<file path="src/rtl/axi4_stream_realigner.sv">
// Per-packet AXI4-Stream byte realigner: PAD inserts N null lanes ahead of byte 0, STRIP drops the first N bytes.
// Latency: 1 cycle from input handshake to output valid once a full beat (or the packet tail) is buffered.
// Backpressure: pkt_i_tready drops when the two-beat buffer lacks room, or while the previous packet's tail drains.
module axi4_stream_realigner #(
  parameter int DATA_WIDTH     = 32,
  parameter int ID_WIDTH       = 1,
  parameter int DEST_WIDTH     = 1,
  parameter int USER_WIDTH     = 1,
  parameter int DATA_WIDTH_B   = DATA_WIDTH / 8,
  parameter int DATA_WIDTH_B_W = $clog2(DATA_WIDTH_B)
) (
  input  logic                      clk_i,
  input  logic                      rst_i,
  input  logic [DATA_WIDTH_B_W-1:0] shift_i,
  input  logic                      strip_i,
  input  logic                      pkt_i_tvalid,
  output logic                      pkt_i_tready,
  input  logic [DATA_WIDTH-1:0]     pkt_i_tdata,
  input  logic [DATA_WIDTH_B-1:0]   pkt_i_tkeep,
  input  logic [DATA_WIDTH_B-1:0]   pkt_i_tstrb,
  input  logic                      pkt_i_tlast,
  input  logic [ID_WIDTH-1:0]       pkt_i_tid,
  input  logic [DEST_WIDTH-1:0]     pkt_i_tdest,
  input  logic [USER_WIDTH-1:0]     pkt_i_tuser,
  output logic                      pkt_o_tvalid,
  input  logic                      pkt_o_tready,
  output logic [DATA_WIDTH-1:0]     pkt_o_tdata,
  output logic [DATA_WIDTH_B-1:0]   pkt_o_tkeep,
  output logic [DATA_WIDTH_B-1:0]   pkt_o_tstrb,
  output logic                      pkt_o_tlast,
  output logic [ID_WIDTH-1:0]       pkt_o_tid,
  output logic [DEST_WIDTH-1:0]     pkt_o_tdest,
  output logic [USER_WIDTH-1:0]     pkt_o_tuser
);

  localparam int B  = DATA_WIDTH_B;
  localparam int CW = DATA_WIDTH_B_W + 2;
  localparam logic [CW-1:0] BEAT = CW'(B);
  localparam logic [CW-1:0] CAP  = CW'(2 * B);

  localparam logic [1:0] IDLE = 2'd0;
  localparam logic [1:0] RUN  = 2'd1;
  localparam logic [1:0] TAIL = 2'd2;

  logic [1:0]              state, state_n;
  logic                    tail_seen, tail_n;
  logic [CW-1:0]           cnt, cnt_n, tx, kept, rx, add, sh;
  logic [2*DATA_WIDTH-1:0] buf_dat, buf_dat_n, inc_dat;
  logic [2*B-1:0]          buf_keep, buf_keep_n, inc_keep;
  logic [B-1:0]            lane_en;
  logic [DATA_WIDTH-1:0]   in_dat_m;
  logic                    out_vld, out_last, out_fire, in_rdy, in_fire, first;
  logic [ID_WIDTH-1:0]     id_q;
  logic [DEST_WIDTH-1:0]   dest_q;
  logic [USER_WIDTH-1:0]   user_q;

  // The buffer is packed from lane 0 and every byte above cnt is kept zero,
  // so the output beat is simply the low lanes and appends can be OR-ed in.
  assign out_vld  = (cnt >= BEAT) || (tail_seen && (cnt != '0));
  assign out_last = tail_seen && (cnt != '0) && (cnt <= BEAT);
  assign out_fire = out_vld && pkt_o_tready;
  assign tx       = out_fire ? ((cnt >= BEAT) ? BEAT : cnt) : '0;
  assign kept     = cnt - tx;
  // Once the tail is in, the next packet may only enter as the last beat leaves,
  // so two packets never share the buffer.
  assign in_rdy   = (state != TAIL) &&
                    (tail_seen ? (out_fire && out_last) : ((kept + BEAT) <= CAP));
  assign in_fire  = pkt_i_tvalid && in_rdy;
  assign first    = (state == IDLE) || tail_seen;
  assign sh       = CW'(shift_i);

  // Align the incoming beat; the whole offset is applied on the first beat,
  // so shift_i/strip_i are only ever looked at when a packet starts.
  always_comb begin
    lane_en  = pkt_i_tlast ? (pkt_i_tkeep & pkt_i_tstrb) : '1;
    in_dat_m = '0;
    rx       = '0;
    for (int i = 0; i < B; i++) begin
      in_dat_m[8*i +: 8] = lane_en[i] ? pkt_i_tdata[8*i +: 8] : 8'h00;
      rx = rx + CW'(lane_en[i]);
    end
    inc_dat  = {{DATA_WIDTH{1'b0}}, in_dat_m};
    inc_keep = {{B{1'b0}}, lane_en};
    add      = rx;
    if (first) begin
      if (strip_i) begin
        inc_dat  = inc_dat >> {shift_i, 3'b000};
        inc_keep = inc_keep >> shift_i;
        add      = (rx > sh) ? (rx - sh) : '0;
      end else begin
        inc_dat  = inc_dat << {shift_i, 3'b000};
        inc_keep = inc_keep << shift_i;
        add      = rx + sh;
      end
    end
  end

  // Drop the transmitted bytes from the front and append the new ones behind what is left.
  always_comb begin
    buf_dat_n  = buf_dat >> {tx, 3'b000};
    buf_keep_n = buf_keep >> tx;
    cnt_n      = kept;
    if (in_fire) begin
      buf_dat_n  = buf_dat_n | (inc_dat << {kept, 3'b000});
      buf_keep_n = buf_keep_n | (inc_keep << kept);
      cnt_n      = kept + add;
    end
  end

  // Packet-level state: TAIL while more than one beat remains after the input tlast.
  always_comb begin
    state_n = state;
    tail_n  = tail_seen;
    if (in_fire) begin
      if (pkt_i_tlast) begin
        tail_n = 1'b1;
        if (cnt_n > BEAT) begin
          state_n = TAIL;
        end else if (cnt_n == '0) begin
          state_n = IDLE;
          tail_n  = 1'b0;
        end else begin
          state_n = RUN;
        end
      end else begin
        state_n = RUN;
        tail_n  = 1'b0;
      end
    end else if (out_fire && out_last) begin
      state_n = IDLE;
      tail_n  = 1'b0;
    end else if ((state == TAIL) && (cnt_n <= BEAT)) begin
      state_n = RUN;
    end
  end

  // State, buffer and first-beat sideband registers.
  always_ff @(posedge clk_i or posedge rst_i) begin
    if (rst_i) begin
      state     <= IDLE;
      tail_seen <= 1'b0;
      cnt       <= '0;
      buf_dat   <= '0;
      buf_keep  <= '0;
      id_q      <= '0;
      dest_q    <= '0;
      user_q    <= '0;
    end else begin
      state     <= state_n;
      tail_seen <= tail_n;
      cnt       <= cnt_n;
      buf_dat   <= buf_dat_n;
      buf_keep  <= buf_keep_n;
      if (in_fire && first) begin
        id_q   <= pkt_i_tid;
        dest_q <= pkt_i_tdest;
        user_q <= pkt_i_tuser;
      end
    end
  end

  assign pkt_i_tready = in_rdy;
  assign pkt_o_tvalid = out_vld;
  assign pkt_o_tlast  = out_last;
  assign pkt_o_tdata  = buf_dat[DATA_WIDTH-1:0];
  assign pkt_o_tkeep  = buf_keep[B-1:0];
  assign pkt_o_tstrb  = buf_keep[B-1:0];
  assign pkt_o_tid    = id_q;
  assign pkt_o_tdest  = dest_q;
  assign pkt_o_tuser  = user_q;

endmodule
</file>
<file path="config.mk">
export PLATFORM = sky130hd
export DESIGN_NAME = axi4_stream_realigner
export DESIGN_NICKNAME = d
export VERILOG_FILES = /design/src/rtl/axi4_stream_realigner.sv
export SDC_FILE = /design/constraint.sdc
export NUM_CORES = 1
export LEC_CHECK = 0
export BUFFER_PORTS_ARGS = -buffer_cell sky130_fd_sc_hd__buf_2
export CORE_MARGIN = 1.5
export CORE_UTILIZATION = 35
export CTS_BUF_LIST = sky130_fd_sc_hd__clkbuf_4 sky130_fd_sc_hd__clkbuf_8
export CTS_CLUSTER_DIAMETER = 50
export DETAILED_ROUTE_END_ITERATION = 16
export GPL_TIMING_DRIVEN = 0
export HOLD_SLACK_MARGIN = 0.03
export REMOVE_ABC_BUFFERS = 1
export SETUP_SLACK_MARGIN = 0.02
export SLEW_MARGIN = 20
export SYNTH_ARGS = -nofsm -noshare
export SYNTH_HDL_FRONTEND = slang
export SYNTH_SLANG_ARGS = --single-unit
</file>
<file path="constraint.sdc">
create_clock -name clk_i -period 4.75 [get_ports clk_i]
set_clock_uncertainty 0.1 [all_clocks]
set_input_delay 0.2375 -clock clk_i [delete_from_list [all_inputs] [get_ports clk_i]]
set_output_delay 0.2375 -clock clk_i [all_outputs]
set_load 0.05 [all_outputs]
</file>
# Word-level counts from Yosys, hierarchy flattened

Index checks and enable logic that the tools add are counted.

Bits in registers: 82
Bits in latches: 0
RAM bits: 0
Memory bits (read-only): 0
Memories kept: 0

Add/sub/neg operators: 8
Multipliers: 0
Div/mod/pow operators: 0
Magnitude comparators: 6
Equal/unequal tests: 2
Shift-type cells: 8
Mux-type cells: 29
Bitwise logic cells: 3
Reduce and logical (&&, ||, !) cells: 15

Operators by type and width:

| kind                | number |
|---|---|
| $mux 64             | 3 |
| $or 64x64->64       | 1 |
| $shl 32x5->64       | 1 |
| $shl 64x7->64       | 1 |
| $shr 32x5->64       | 1 |
| $shr 64x7->64       | 1 |
| $mux 8              | 7 |
| $mux 4              | 7 |
| $mux 2              | 5 |
| $le 4x3->1 const B  | 2 |
| $logic_and 1x1->1   | 8 |
| $or 8x8->8          | 1 |
| $shl 4x2->8         | 1 |
| $shl 8x4->8         | 1 |
| $shr 4x2->8         | 1 |
| $shr 8x4->8         | 1 |
| $mux 1              | 7 |
| $add 3x1->4         | 1 |
| $add 4x2->4         | 1 |
| $add 4x3->4 const B | 1 |
| $add 4x4->4         | 1 |
| $and 4x4->4         | 1 |
| $ge 4x3->1 const B  | 1 |
| $gt 4x2->1          | 1 |
| 14 further kinds    | 15 |

# Longest topological paths before layout

Word-level depth: 17
Mapped depth: 21

# Worst setup path before layout

OpenSTA, ideal clock, no wires.

Path type: input to register
From: input port pkt_i_tlast
To: register tail_seen
Setup time: 147 ps
Data arrival time: 4594 ps
Data required time: 4503 ps
Slack: -92 ps
Stages: 21
Buffers on the path: 2
Cells stage by stage: buf_4 a21boi_4 inv_2 buf_2 fa_1 ha_1 inv_1 ha_1 fa_1 o21ai_0 nand2_1 o221ai_1 a21boi_0 ha_1 a21o_1 a21o_1 mux2_2 a311oi_1 xnor2_1 nor2b_1 o21ai_0

Cells in the longest elaborated chain, start to end: 15
Elaborated cells on any way between the ends: 18

RTL lines:

| item                                                 | RTL line | source |
|---|---|---|
| from (decl)                                          | 21       | `input logic pkt_i_tlast,` |
| branches (longest 13 deep; another with $add 3x1->4) | n/a      |  |
| $mux 1 (*)                                           | 115      | `if (pkt_i_tlast) begin` |
| $mux 1 (*)                                           | 114      | `if (in_fire) begin` |
| to (signal assigned)                                 | 150      | `tail_seen <= tail_n;` |
| to (decl)                                            | 46       | `logic tail_seen, tail_n;` |

Every way passes the cells marked *.
A chain may end at the register's enable or synchronous reset.

# Worst setup path in the final report

From: register cnt[2]
To: register buf_dat[47]

Cells in the longest elaborated chain, start to end: 12
Elaborated cells on any way between the ends: 20

RTL lines:

| item                                                | RTL line | source |
|---|---|---|
| from (decl)                                         | 47       | `logic [CW-1:0] cnt, cnt_n, tx, kept, rx, add, sh;` |
| from (signal assigned)                              | 151      | `cnt <= cnt_n;` |
| branches (longest 11 deep; another with $ge 4x3->1) | n/a      |  |
| $mux 64 (*)                                         | 103      | `if (in_fire) begin` |
| via buf_dat_n[47]                                   | 48       | `logic [2*DATA_WIDTH-1:0] buf_dat, buf_dat_n, inc_dat;` |
| to (signal assigned)                                | 152      | `buf_dat <= buf_dat_n;` |
| to (decl)                                           | 48       |  |

Mark *: on every way through the listed nets, which the timed path passes.

==> impl_results.md <==
* Result of the run: finished, final reports clean
* Longest Clk Path Bufs at 2
* Pin count of the biggest net entering global routing at 69
* Proportion of synthesized area in mux cells at 0.107
* Synth Warn # at 0
* Num Clock Sinks at around 80
* HPWL reported at the end of detailed placement at between 20000 and 30000 um
* Final clock period utilization by the worst path at 0.967
* TritonCTS clock tree: done
* Time the final worst path needs with I/O delays and setup at roughly 4600 ps
* Vias in the first global route at between 9000 and 10000
* Fraction of the yosys area taken by sequential cells at 0.232
* Total power of the final layout at around 7 mW
* H-tree lvl count at 3
* Post-route DRC at 0
* Post-Layout Inst Area at about 10000 um2
* Number of distinct library cells after synthesis at a little under 80
* Tot GR Track Use at 0.280
* Share of synthesized cell area in full adder, half adder and majority cells at 0.0319
* Setup repair after global routing missed its margin: no
* XOR/XNOR share of the synthesized area at 0.00495
* Post-synthesis share of cell area spent on and, or, nand and nor gates at 0.206
* Finished Layout Cells at approximately 1500
* Buffer cell driving the clock tree root: clkbuf_8
* Diode count at 0
* Critical Path Fanout Max at 28
* Post-synthesis instance area at 8850 um2
* Number of maximum-capacitance violations at 0
* Instance area at placement at 9400 um2
* Antenna Violating Nets Remaining at 0
* Clock latency on the worst-skew pair at between 400 and 500 ps
* Area fraction in compound gates after synthesis at 0.326
* Startpoint Class: flip-flop
* DR iter-0 viols at about 1600
* Final net count at 1282
* Worst Setup Slack post-DPL at -2420 ps
* Top achievable clock speed at approximately 220 MHz
* Ratio of routed vias to standard cells at about 6.5
* Share of the core filled with cells in the final layout at 0.408
* Data required time at the worst endpoint at 4960 ps
* Average wire per standard cell at between 20 and 25 um
* Share of cells above drive strength 1 at 0.205
* Clock slew at the register clock pins of the worst setup and hold paths at 100 ps
* Number of detailed-routing iterations run before antenna repair at 6
* Hold violation count in the final report at 0
* Starting density of the core at 0.354
* Pin slew with the least headroom to its limit at roughly 1200 ps
* Total via count after detailed routing at a little over 10000
* Final worst-path setup slack at around 160 ps
* Worst ir drop on vdd at between 0.0004 and 0.0005 V
* Area of the core at 25000 um2
* Top flip-flop cell by instance count after synthesis: dfrtp_1
* Total of fill cells in the finished design at 2617
* Max-Slew Margin vs Limit at 0.189
* Die ar. at between 20000 and 30000 um2
* Worst setup path class: flip-flop to flip-flop
* Total I/O pin count at 97
* Area used by sequential logic in the layout at a little over 2000 um2
* Combinational family with the most area after synthesis: compound AO/OA/AOI/OAI gates
* Nature of the critical path endpoint: flip-flop
* Std-Cell Rows at just under 60
* FF+latch count, synth at 82
* Routed wire length at 37400 um
* FFs w/ async S/R, synth at 1.00
* Area growth syn-to-layout at 15.4%
* Power Density at between 600 and 700 nW/um2
* First-pass GRT wire length at 56300 um
* Width of the die at ~160 um
* Number of placed instances, taps included at 1489
* Total area of multi-input combinational cells at roughly 6200 um2
* Placer Congestion at slightly above 1
* GR Overflow Total at 0
* Y dimension of the die at 162 um
* Hold Path Class: input port to flip-flop
* Antenna violations before repair at 0
* Port-buffer cells at between 90 and 100
* Max-slew violation count at 0
* Signal arrival time at the worst endpoint at roughly 4800 ps
* Leakage power summed over all cells at ~4.7 nW
* Cell count after synthesis at 1170
* Total of endpoints with negative setup slack in the final report at 0
* Mapped Avg Cell Area at ~7.6 um2
* CTS Buf Count at 9
* Number of enable-type register cells in the synthesized netlist at 0
==> registers in the layout, indices dropped and copies added (netlist names) <==
| name | flops |
|---|---|
| state | 2 |
| tail_seen | 1 |
| buf_dat | 64 |
| cnt | 4 |
| buf_keep | 8 |
| pkt_o_tid | 1 |
| pkt_o_tuser | 1 |
| pkt_o_tdest | 1 |
==> cell usage after synthesis (17+ instances only) <==
| cell | instances | area, um2 |
|---|---|---|
| nor2_1 | 75 | 282 |
| nand3_1 | 34 | 170 |
| a31oi_1 | 17 | 106 |
| mux2i_1 | 79 | 791 |
| o21ai_0 | 64 | 320 |
| inv_1 | 31 | 116 |
| a21oi_1 | 87 | 435 |
| a22oi_1 | 26 | 195 |
| buf_2 | 27 | 135 |
| clkbuf_1 | 50 | 188 |
| o221ai_1 | 23 | 201 |
| o22ai_1 | 34 | 213 |
| dfrtp_1 | 82 | 2050 |
| o211ai_1 | 23 | 173 |
| a221oi_1 | 18 | 158 |
| nor3_1 | 18 | 90.1 |
| nand2_1 | 170 | 638 |
| and3_1 | 45 | 282 |
| buf_4 | 45 | 338 |
==> final timing paths <==
kind	endpoint	slack [ps]	from	cells past startpoint
worst max-delay path	buf_dat[47]$_DFF_PP0_	160	cnt[2]$_DFF_PP0_	19
worst max register to register	buf_dat[47]$_DFF_PP0_	160	cnt[2]$_DFF_PP0_	19
worst min-delay path	state[0]$_DFFE_PP0P_	40	pkt_i_tlast	2
max in group asynchronous	buf_dat[58]$_DFF_PP0_	3610	rst_i	4
worst min register to register	pkt_o_tid$_DFFE_PP0P_	410	pkt_o_tid$_DFFE_PP0P_	1
min in group asynchronous	buf_dat[29]$_DFF_PP0_	270	rst_i	3
==> per-layer routing <==
metal,track usage,part of all wire,vias to the layer above
li1,-,-,4461
met1,0.380,0.42,4885
met2,0.428,0.44,659
met3,0.0636,0.11,116
met4,0.119,0.043,0
met5,0,0,-
==> where the power goes <==
| group | internal (mW) | switching [mW] | leakage [nW] |
|---|---|---|---|
| clock network | 0.315 | 0.305 | 0.111 |
| registers | 0.977 | 0.220 | 1.07 |
| logic | 1.70 | 3.33 | 3.56 |
| total | 2.99 | 3.86 | 4.75 |
==> logic make-up (layout without fill, tap and decap cells) <==
| kind of cell | Yosys count | in the layout |
|---|---|---|
| AO/OA/AOI/OAI | 414 | 414 |
| XOR/XNOR | 5 | 5 |
| adder cells (fa/ha/maj) | 19 | 19 |
| buffers and inverters | 164 | 211 |
| flip-flops | 82 | 82 |
| multiplexers | 93 | 93 |
| AND/OR/NAND/NOR | 393 | 393 |
==> layout by cell type (no fill, tap or decap), types with 6 or more instances in the layout <==
cell type	n
a22o_1	7
o31ai_1	6
o22ai_1	34
nor2b_1	6
o21ai_0	63
a221o_1	8
a31oi_1	17
dfrtp_1	80
inv_1	24
o221ai_1	23
nand2b_1	11
buf_4	35
nand4_1	10
o2bb2ai_1	6
a221oi_1	18
ha_1	12
o21a_1	6
a22oi_1	26
nor2_4	6
a21oi_1	86
o211ai_1	23
a32oi_1	9
nand3_1	33
and3_1	44
nor2_1	66
clkbuf_8	9
nor3_1	17
nand2_1	166
a211oi_1	16
a21o_1	9
buf_6	14
mux2_2	14
mux2i_1	79
buf_2	95
==> through the flow <==
stage	hold slack [ps]	TNS (ps)
global route	46.7	0
global placement	370	-600070
floorplan	235	-229000
detailed placement	184	-148570
finish	43.7	0
CTS	46.6	-28.7
==> worst max-delay path, cell delays in order (launching register included) <==
cell and delay, ps:
dfrtp_2 460, nor2_4 170, nand4_1 100, buf_4 180, buf_6 170, inv_16 130
buf_16 180, ha_4 140, inv_1 50, fa_2 420, xnor2_4 210, clkinvlp_4 140
ha_1 280, nor2_1 40, a21oi_2 250, and3_2 370, nand2_1 320, nor2_4 360
inv_1 170, o221ai_1 200
==> what timing repair did <==
action                                 in CTS  in global routing
resized for setup                          31                 29
cloned                                      1                  1
pin swaps                                   9                  9
setup endpoints to repair                  83                 56
hold buffers                                4                  0
endpoints found under the hold margin      33                  0
buffers inserted                           18                 18
==> layout make-up <==
cell class                      count  share of cell area
Timing Repair inverter              2            0.000980
Clock inverter                      4             0.00747
Multi-Input combinational cell    924               0.608
Inverter                           35              0.0174
Clock buffer                       12              0.0143
Tap cell                          330              0.0404
Sequential cell                    82               0.201
Timing Repair Buffer              158               0.110
Note: power is estimated with default switching activity, not from simulation.
